**src/rtl/store_buffer.sv**
```systemverilog
// Store buffer between the MEM stage and data memory: a circular FIFO of word
// stores that drains when the memory port is free and forwards data to loads.
module store_buffer #(
    parameter int WORD_LEN = 32,
    parameter int DEPTH    = 4
) (
    input  logic                        i_clk,
    input  logic                        i_rst,
    input  logic                        i_st_valid,
    input  logic [WORD_LEN-1:0]         i_st_addr,
    input  logic [WORD_LEN-1:0]         i_st_data,
    output logic                        o_st_ready,
    input  logic                        i_ld_valid,
    input  logic [WORD_LEN-1:0]         i_ld_addr,
    output logic                        o_fwd_hit,
    output logic [WORD_LEN-1:0]         o_fwd_data,
    output logic                        o_ld_stall,
    output logic                        o_mem_writeEn,
    output logic [WORD_LEN-1:0]         o_mem_address,
    output logic [WORD_LEN-1:0]         o_mem_dataIn,
    output logic                        o_empty,
    output logic [$clog2(DEPTH):0]      o_count
);
    localparam int PW = $clog2(DEPTH);
    localparam int CW = PW + 1;
    localparam int AW = WORD_LEN - 2;

    logic [DEPTH-1:0]               r_vld;
    logic [DEPTH-1:0][AW-1:0]       r_addr;
    logic [DEPTH-1:0][WORD_LEN-1:0] r_data;
    logic [PW-1:0]                  r_head;
    logic [PW-1:0]                  r_tail;
    logic [CW-1:0]                  r_count;

    logic                w_full;
    logic                w_empty;
    logic                w_enq;
    logic                w_drain;
    logic                w_hit;
    logic [WORD_LEN-1:0] w_fdata;
    logic [PW-1:0]       w_idx;
    logic                w_unused;

    assign w_full  = (r_count == CW'(DEPTH));
    assign w_empty = (r_count == '0);
    // A pop in the same cycle never frees a slot for a store: readiness is from registered state only.
    assign w_enq   = i_st_valid && !w_full;
    assign w_drain = !w_empty && (!i_ld_valid || w_full);

    // Byte offsets are irrelevant for word stores and word loads.
    assign w_unused = ^{i_st_addr[1:0], i_ld_addr[1:0]};

    always_ff @(posedge i_clk) begin
        if (i_rst) begin
            r_head  <= '0;
            r_tail  <= '0;
            r_count <= '0;
            r_vld   <= '0;
        end else begin
            // Enqueue and drain never touch the same slot: enq needs !full, drain needs !empty.
            if (w_enq) begin
                r_vld[r_tail]  <= 1'b1;
                r_addr[r_tail] <= i_st_addr[WORD_LEN-1:2];
                r_data[r_tail] <= i_st_data;
                r_tail         <= r_tail + 1'b1;
            end
            if (w_drain) begin
                r_vld[r_head] <= 1'b0;
                r_head        <= r_head + 1'b1;
            end
            case ({w_enq, w_drain})
                2'b10:   r_count <= r_count + 1'b1;
                2'b01:   r_count <= r_count - 1'b1;
                default: r_count <= r_count;
            endcase
        end
    end

    // Scan oldest to youngest so the last match (youngest) wins.
    always_comb begin
        w_hit   = 1'b0;
        w_fdata = '0;
        w_idx   = '0;
        for (int i = 0; i < DEPTH; i++) begin
            w_idx = r_head + PW'(i);
            if (i_ld_valid && r_vld[w_idx] && (r_addr[w_idx] == i_ld_addr[WORD_LEN-1:2])) begin
                w_hit   = 1'b1;
                w_fdata = r_data[w_idx];
            end
        end
    end

    assign o_st_ready    = !w_full;
    assign o_fwd_hit     = w_hit;
    assign o_fwd_data    = w_fdata;
    assign o_ld_stall    = i_ld_valid && w_full && !w_hit;
    assign o_mem_writeEn = w_drain;
    assign o_mem_address = w_drain ? {r_addr[r_head], 2'b00} : '0;
    assign o_mem_dataIn  = w_drain ? r_data[r_head] : '0;
    assign o_empty       = w_empty;
    assign o_count       = r_count;
endmodule

```
**config.mk**
```make
export PLATFORM = sky130hd
export DESIGN_NAME = store_buffer
export DESIGN_NICKNAME = d
export VERILOG_FILES = /design/src/rtl/store_buffer.sv
export SDC_FILE = /design/constraint.sdc
export NUM_CORES = 1
export LEC_CHECK = 0
export ABC_AREA = 1
export CORE_UTILIZATION = 45
export CTS_BUF_LIST = sky130_fd_sc_hd__clkbuf_8 sky130_fd_sc_hd__clkbuf_16
export DETAILED_ROUTE_END_ITERATION = 12
export GPL_TIMING_DRIVEN = 0
export HOLD_SLACK_MARGIN = 0.06
export PLACE_DENSITY = 0.72
export SLEW_MARGIN = 20
export SYNTH_ARGS = -nofsm -noshare
export SYNTH_HDL_FRONTEND = slang
export SYNTH_SLANG_ARGS = --single-unit
```
**constraint.sdc**
```tcl
create_clock -name i_clk -period 7.8 [get_ports i_clk]
set_input_delay 2.34 -clock i_clk [delete_from_list [all_inputs] [get_ports i_clk]]
set_output_delay 2.34 -clock i_clk [all_outputs]
set_load 0.02 [all_outputs]
```
# --- Yosys cells after proc, flatten, opt, wreduce, memory -nomap -nowiden ---
# Index checks and enable logic that the tools add are counted.
classes:
  mux: 48
  addsub: 6
  n_eq_ne: 7
  shift: 0
  multipliers: 0
  n_reduce_logical: 22
  magnitude_cmp: 7
  bitwise: 4
  n_div: 0
op_table:
  columns: ["operator", "count"]
  rows:
  - ["$mux W32", 11]
  - ["$bmux W32 S2", 4]
  - ["$bmux W30 S2", 4]
  - ["$mux W30", 5]
  - ["$bwmux W128", 1]
  - ["$bwmux W120", 1]
  - ["$eq A30 B30 Y1", 4]
  - ["$demux W32 S2", 1]
  - ["$demux W30 S2", 1]
  - ["$lt A2 B3 Y1 const B", 5]
  - ["$logic_and A1 B1 Y1", 14]
  - ["$mux W4", 3]
  - ["$mux W1", 10]
  - ["$bmux W1 S2", 4]
  - ["$pmux W3 S2", 1]
  - ["$add A2 B1 Y2 const B", 2]
  - ["$add A2 B2 Y2 const B", 2]
  - ["$and A4 B4 Y4", 1]
  - ["$demux W1 S2", 2]
  - ["$ge A2 B1 Y1 const B", 2]
  - ["$logic_not A1 Y1", 4]
  - ["$not A4 Y4", 1]
  - ["$or A4 B4 Y4", 1]
  - ["$add A3 B1 Y3 const B", 1]
  - ["9 further kinds", 9]
totals:
  ramBits: 0
  latch_bits: 0
  n_memories: 0
  elab_cells: 106
  regBits: 259
  rom_bits: 0
  out_inout_bits: 104
  inputBits: 100

# --- Depth between registers and ports, before layout ---
depth:
  ltp_word: 10
  mapped_depth: 22
  depth_no_buf: 17

# --- Worst setup path after synthesis ---
# No wires, ideal clock.
synth_timing:
  kind: "input to output"
  start: "input i_ld_valid"
  end: "output o_mem_dataIn[10]"
  n_path_buf: 1
  path_stages: 4
  required_ns: 5.460
  slack_ns: 1.709
  t_arrival_ns: 3.751
  path_cell_list: "a21oi_1 -> inv_2 -> clkbuf_1 -> nor2_1"
synth_between:
  elab_chain_len: 4
synth_lines:
  columns: ["item", "line", "source"]
  rows:
  - ["start: declaration", "13", "input logic i_ld_valid,"]
  - ["$logic_not A1 Y1", "48", "assign w_drain = !w_empty && (!i_ld_valid || w_full);"]
  - ["$logic_or A1 B1 Y1", "48", null]
  - ["$logic_and A1 B1 Y1", "48", null]
  - ["$mux W32", "99", "assign o_mem_dataIn = w_drain ? r_data[r_head] : '0;"]
  - ["end: declaration", "20", "output logic [WORD_LEN-1:0] o_mem_dataIn,"]
# Every way passes these cells.

# --- Worst setup path in the final report ---
layout_timing:
  start: "input i_ld_addr[4]"
  end: "output o_fwd_data[5]"
layout_between:
  elab_chain_len: 6
  elab_cells_between_ends: 12
  cone_classes: "eq/ne: 4; mux: 4; reduce/logical: 4"
layout_lines:
  columns: ["item", "line", "source"]
  rows:
  - ["start: declaration", "14", "input logic [WORD_LEN-1:0] i_ld_addr,"]
  - ["$eq A30 B30 Y1", "86", "if (i_ld_valid && r_vld[w_idx] && (r_addr[w_idx] == i_ld_addr[WORD_LEN-1:2])) begin"]
  - ["$logic_and A1 B1 Y1", "86", null]
  - ["$mux W32 (3 in a row)", "86", null]
  - ["$mux W32 *", "86", null]
  - ["end: declaration", "16", "output logic [WORD_LEN-1:0] o_fwd_data,"]
# Every way passes the cells marked *; elsewhere a longest branch is shown, timed or not.

==> results.txt <==
----------------------------------------------------
[Logic synthesis]
  Seq/Total Area, Yosys ... 44.7%
  Library cells used by synthesis ... 27
  Post-Syn Area ... 0.0172 mm^2
  Synthesis-stage register bit count ... 259
  Yosys synthesis warning count ... 0
  Syn Area/Cell ... 7.02 um^2
  Post-synthesis cell count ... 2446

[Critical path]
  Crit-path max FO ... 10
  Flop2flop setup slack ... 4.94 ns
  Critical path required time ... 5.46 ns
  Slowest stage cell on the critical path ... sky130_fd_sc_hd__clkdlybuf4s50_1
  Buf+Inv Stages, Crit Path ... 5
  Count of cell instances traversed by the critical path ... 14
  Top Family by Delay on Critical Path ... buffers and inverters
  Cell Chain, Critical Path ... clkdlybuf4s50_1, inv_1, nand3_1, o21ai_0, nor2_1, nand2_1, nor2_1, nand2_1, nor2_4, buf_4, clkbuf_4, o211ai_1, nand2_1, clkdlybuf4s50_1
  Worst stage delay on the critical path ... 0.61 ns
  Endpoint arrival time on the critical path ... 5.39 ns
  Start-to-end type of the worst setup path ... input pin to output pin
  Worst Reg-to-Reg Cells ... 6
  Startpoint types ... input pin
  Cell repeated most along the worst path ... sky130_fd_sc_hd__nand2_1
  Type of element capturing the critical path ... output pin

[Global route]
  Pin count of the biggest net entering global routing ... 29
  Global route overflow ... 0
  Global-route wire length before repair ... 109000 um
  Number of global-route vias before repair ... 18000
  Aggregate global-route resource usage ... 38.1%
  Antenna violations before repair ... 3

[Place]
  Post-placement cell count ... 3167
  Setup WS pre-CTS ... -0.988 ns
  Routability congestion estimate from global placement ... 1.04
  Quantity of I/O buffers inserted on ports ... 197
  Post-detailed-placement half-perimeter wirelength ... 55200 um

[CTS]
  Clock sinks ... 259
  Master cell of the clock root buffer ... sky130_fd_sc_hd__clkbuf_16
  Buffers inserted during post-CTS setup optimization ... 0
  CTS Buffer Depth ... 3
  Clk pin slew, worst setup/hold paths ... 0.06 ns
  CTS hold repair buffers ... 0
  Number of buffers created by CTS ... 30
  Count of H-tree levels built during CTS ... 1
  TritonCTS clock tree ... built
  Clock insertion delay at the later pin of the skew report ... 0.63 ns

[STA]
  Headroom to the max-slew limit ... 23.6%
  Worst hold-check slack ... 0.524 ns
  Worst-margin pin slew ... 1.15 ns
  Final worst path period need ... 7.73 ns
  Clock Skew ... 0.0558 ns
  Count of endpoints failing setup in the final report ... 0
  Final period util ... 99.1%
  Max-slew violations ... 0
  Final worst-path setup slack ... 0.0704 ns
  Final Hold Fails ... 0
  Maximum frequency from static timing analysis ... 129 MHz

[Floorplanning]
  Die width ... 197 um
  Total I/O pin count ... 204
  Std-Cell Rows ... 71
  Floorplan Core Area ... 0.0376 mm^2
  Die area ... 0.0389 mm^2
  Height of the die ... 197 um
  Starting density of the core ... 45.7%

[Route]
  Routed Wire Length ... 74900 um
  Via count ... 18700
  Count of antenna-violating nets left after detailed routing ... 0
  Number of DRC violations after detailed routing ... 0
  Final routed wire length divided by cell count ... 23.3 um
  Routed vias/inst ... 5.79
  Number of design-rule violations left by the first detailed-router iteration ... 2442
  1st-pass router iterations ... 8

[Final layout]
  Layout cells sized above 1 ... 5.10%
  Synthesis-to-finish area growth ... 23.7%
  Net count of the finished layout ... 2796
  Top library cells by usage in the layout, fill and taps aside ... sky130_fd_sc_hd__nand2_1, sky130_fd_sc_hd__nand3_1, sky130_fd_sc_hd__o21ai_0
  Area of the multi-input gates ... 0.00818 mm^2
  Most common cell after layout, fill and taps aside ... sky130_fd_sc_hd__nand2_1
  Final-layout fill cell count ... 3534
  Final core utilization ... 56.5%
  Final std cells w/o fill ... 3220
  Total area of sequential cells ... 0.00767 mm^2

[Power and ir drop]
  IR Drop Worst-Case VDD ... 0.259 mV
  Leak ... 9.48 nW
  Power density over the cells ... 415 mW/mm^2

[Worst hold path]
  Number of cells on the worst hold path ... 2
  Hold/Removal Path Class ... flop to flop

[Flow run]
  Max Cap Violations ... 0

[Status]
  Status ... complete, no violations

----------------------------------------------------
report_power, final:
group          switching (W)  internal [W]  total [W]
combinational        0.00416       0.00156    0.00572
clock               0.000595      0.000831    0.00143
sequential         0.0000457       0.00161    0.00166
total                0.00480       0.00401    0.00881
kinds of logic (layout without fill, tap and decap cells):
group / after synthesis / after routing / synth area share, %
adders and majority gates: 10 / 10 / 0.773
DFF: 259 / 259 / 44.7
and+or+nand+nor: 1438 / 1438 / 34.1
AOI/OAI and AO/OA: 383 / 383 / 11.8
other: 1 / 4 / 0.0218
buffers and inverters: 342 / 602 / 8.03
xor gates and xnor gates: 13 / 13 / 0.663
repair_timing:
item / 4_1_cts / 5_1_grt
setup endpoints to repair: 34 / 34
gates resized for setup: 14 / 34
pin swaps: 0 / 1
hold endpoints to repair: 0 / 0
synthesized netlist by cell type:
library cell | number | area share [%]
sky130_fd_sc_hd__nand2_1 | 934 | 20
sky130_fd_sc_hd__nand3_1 | 339 | 9.9
sky130_fd_sc_hd__o21ai_0 | 257 | 7.5
sky130_fd_sc_hd__edfxtp_1 | 248 | 43
sky130_fd_sc_hd__inv_1 | 195 | 4.3
sky130_fd_sc_hd__nor2_1 | 153 | 3.3
sky130_fd_sc_hd__a21oi_1 | 81 | 2.4
sky130_fd_sc_hd__clkbuf_1 | 67 | 1.5
sky130_fd_sc_hd__buf_2 | 52 | 1.5
sky130_fd_sc_hd__o211ai_1 | 32 | 1.4
sky130_fd_sc_hd__buf_1 | 14 | 0.31
sky130_fd_sc_hd__xor2_1 | 13 | 0.66
sky130_fd_sc_hd__dfxtp_1 | 11 | 1.3
sky130_fd_sc_hd__ha_1 | 9 | 0.66
sky130_fd_sc_hd__buf_4 | 8 | 0.35
sky130_fd_sc_hd__a211oi_1 | 7 | 0.31
sky130_fd_sc_hd__inv_2 | 5 | 0.11
sky130_fd_sc_hd__nor3_1 | 5 | 0.15
sky130_fd_sc_hd__nand3b_1 | 4 | 0.17
sky130_fd_sc_hd__o21ai_1 | 4 | 0.12
sky130_fd_sc_hd__nor2_2 | 2 | 0.073
sky130_fd_sc_hd__clkinv_1 | 1 | 0.022
sky130_fd_sc_hd__conb_1 | 1 | 0.022
sky130_fd_sc_hd__fa_1 | 1 | 0.12
sky130_fd_sc_hd__nand4_1 | 1 | 0.036
sky130_fd_sc_hd__o21a_1 | 1 | 0.044
sky130_fd_sc_hd__o22ai_1 | 1 | 0.036
registers in the layout, indices dropped and copies added, names as in the netlist:
| name | count |
|---|---|
| r_addr | 120 |
| r_data | 128 |
| r_tail | 2 |
| r_head | 2 |
| o_count | 3 |
| r_vld | 4 |
layer usage:
layer	global-route usage (%)	part of all wire [%]	vias to the layer above
li1	-	-	8583
met5	0	0.015	-
met3	7.68	11	279
met2	62.4	45	1270
met4	21.3	6.0	2
met1	46.9	38	8523
worst register-to-register path, cell delays in order, from the launching register on:
cell                       delay (ns)
sky130_fd_sc_hd__dfxtp_1         0.43
sky130_fd_sc_hd__buf_2           0.36
sky130_fd_sc_hd__buf_2           0.33
sky130_fd_sc_hd__buf_1           0.55
sky130_fd_sc_hd__clkbuf_1        0.60
sky130_fd_sc_hd__nand2_1         0.31
sky130_fd_sc_hd__a21oi_1         0.20
cell type report:
class                   instances  share of cell area [%]
plain buffers                 139                    3.05
diodes                          2                  0.0236
clock buffers                  34                    3.95
well taps                     511                    3.01
flip-flops and latches        259                    36.1
repair buffers                209                    11.0
multi-input cells            1846                    38.6
inverters                     201                    3.57
clock inverters                19                   0.766
worst paths after layout:
path	start	endpoint
worst max-delay path	i_ld_addr[4]	o_fwd_data[5]
worst min-delay path	r_tail[0]	r_tail[0]
worst max register to register	r_head[0]	r_head[0]
worst min register to register	r_tail[0]	r_tail[0]
stage by stage:
step | setup TNS, ns | area (um^2) | total power [W]
4_1_cts | 0 | 21100 | 0.00862
3_5_place_dp | -31.74 | 20100 | 0.00718
6_report | 0 | 21200 | 0.00881
3_3_place_gp | -296.74 | 19800 | 0.00712
2_1_floorplan | 0 | 17200 | 0.00491
5_1_grt | -0.00520 | 21200 | 0.00922
Power figures use the tool's default switching activity.
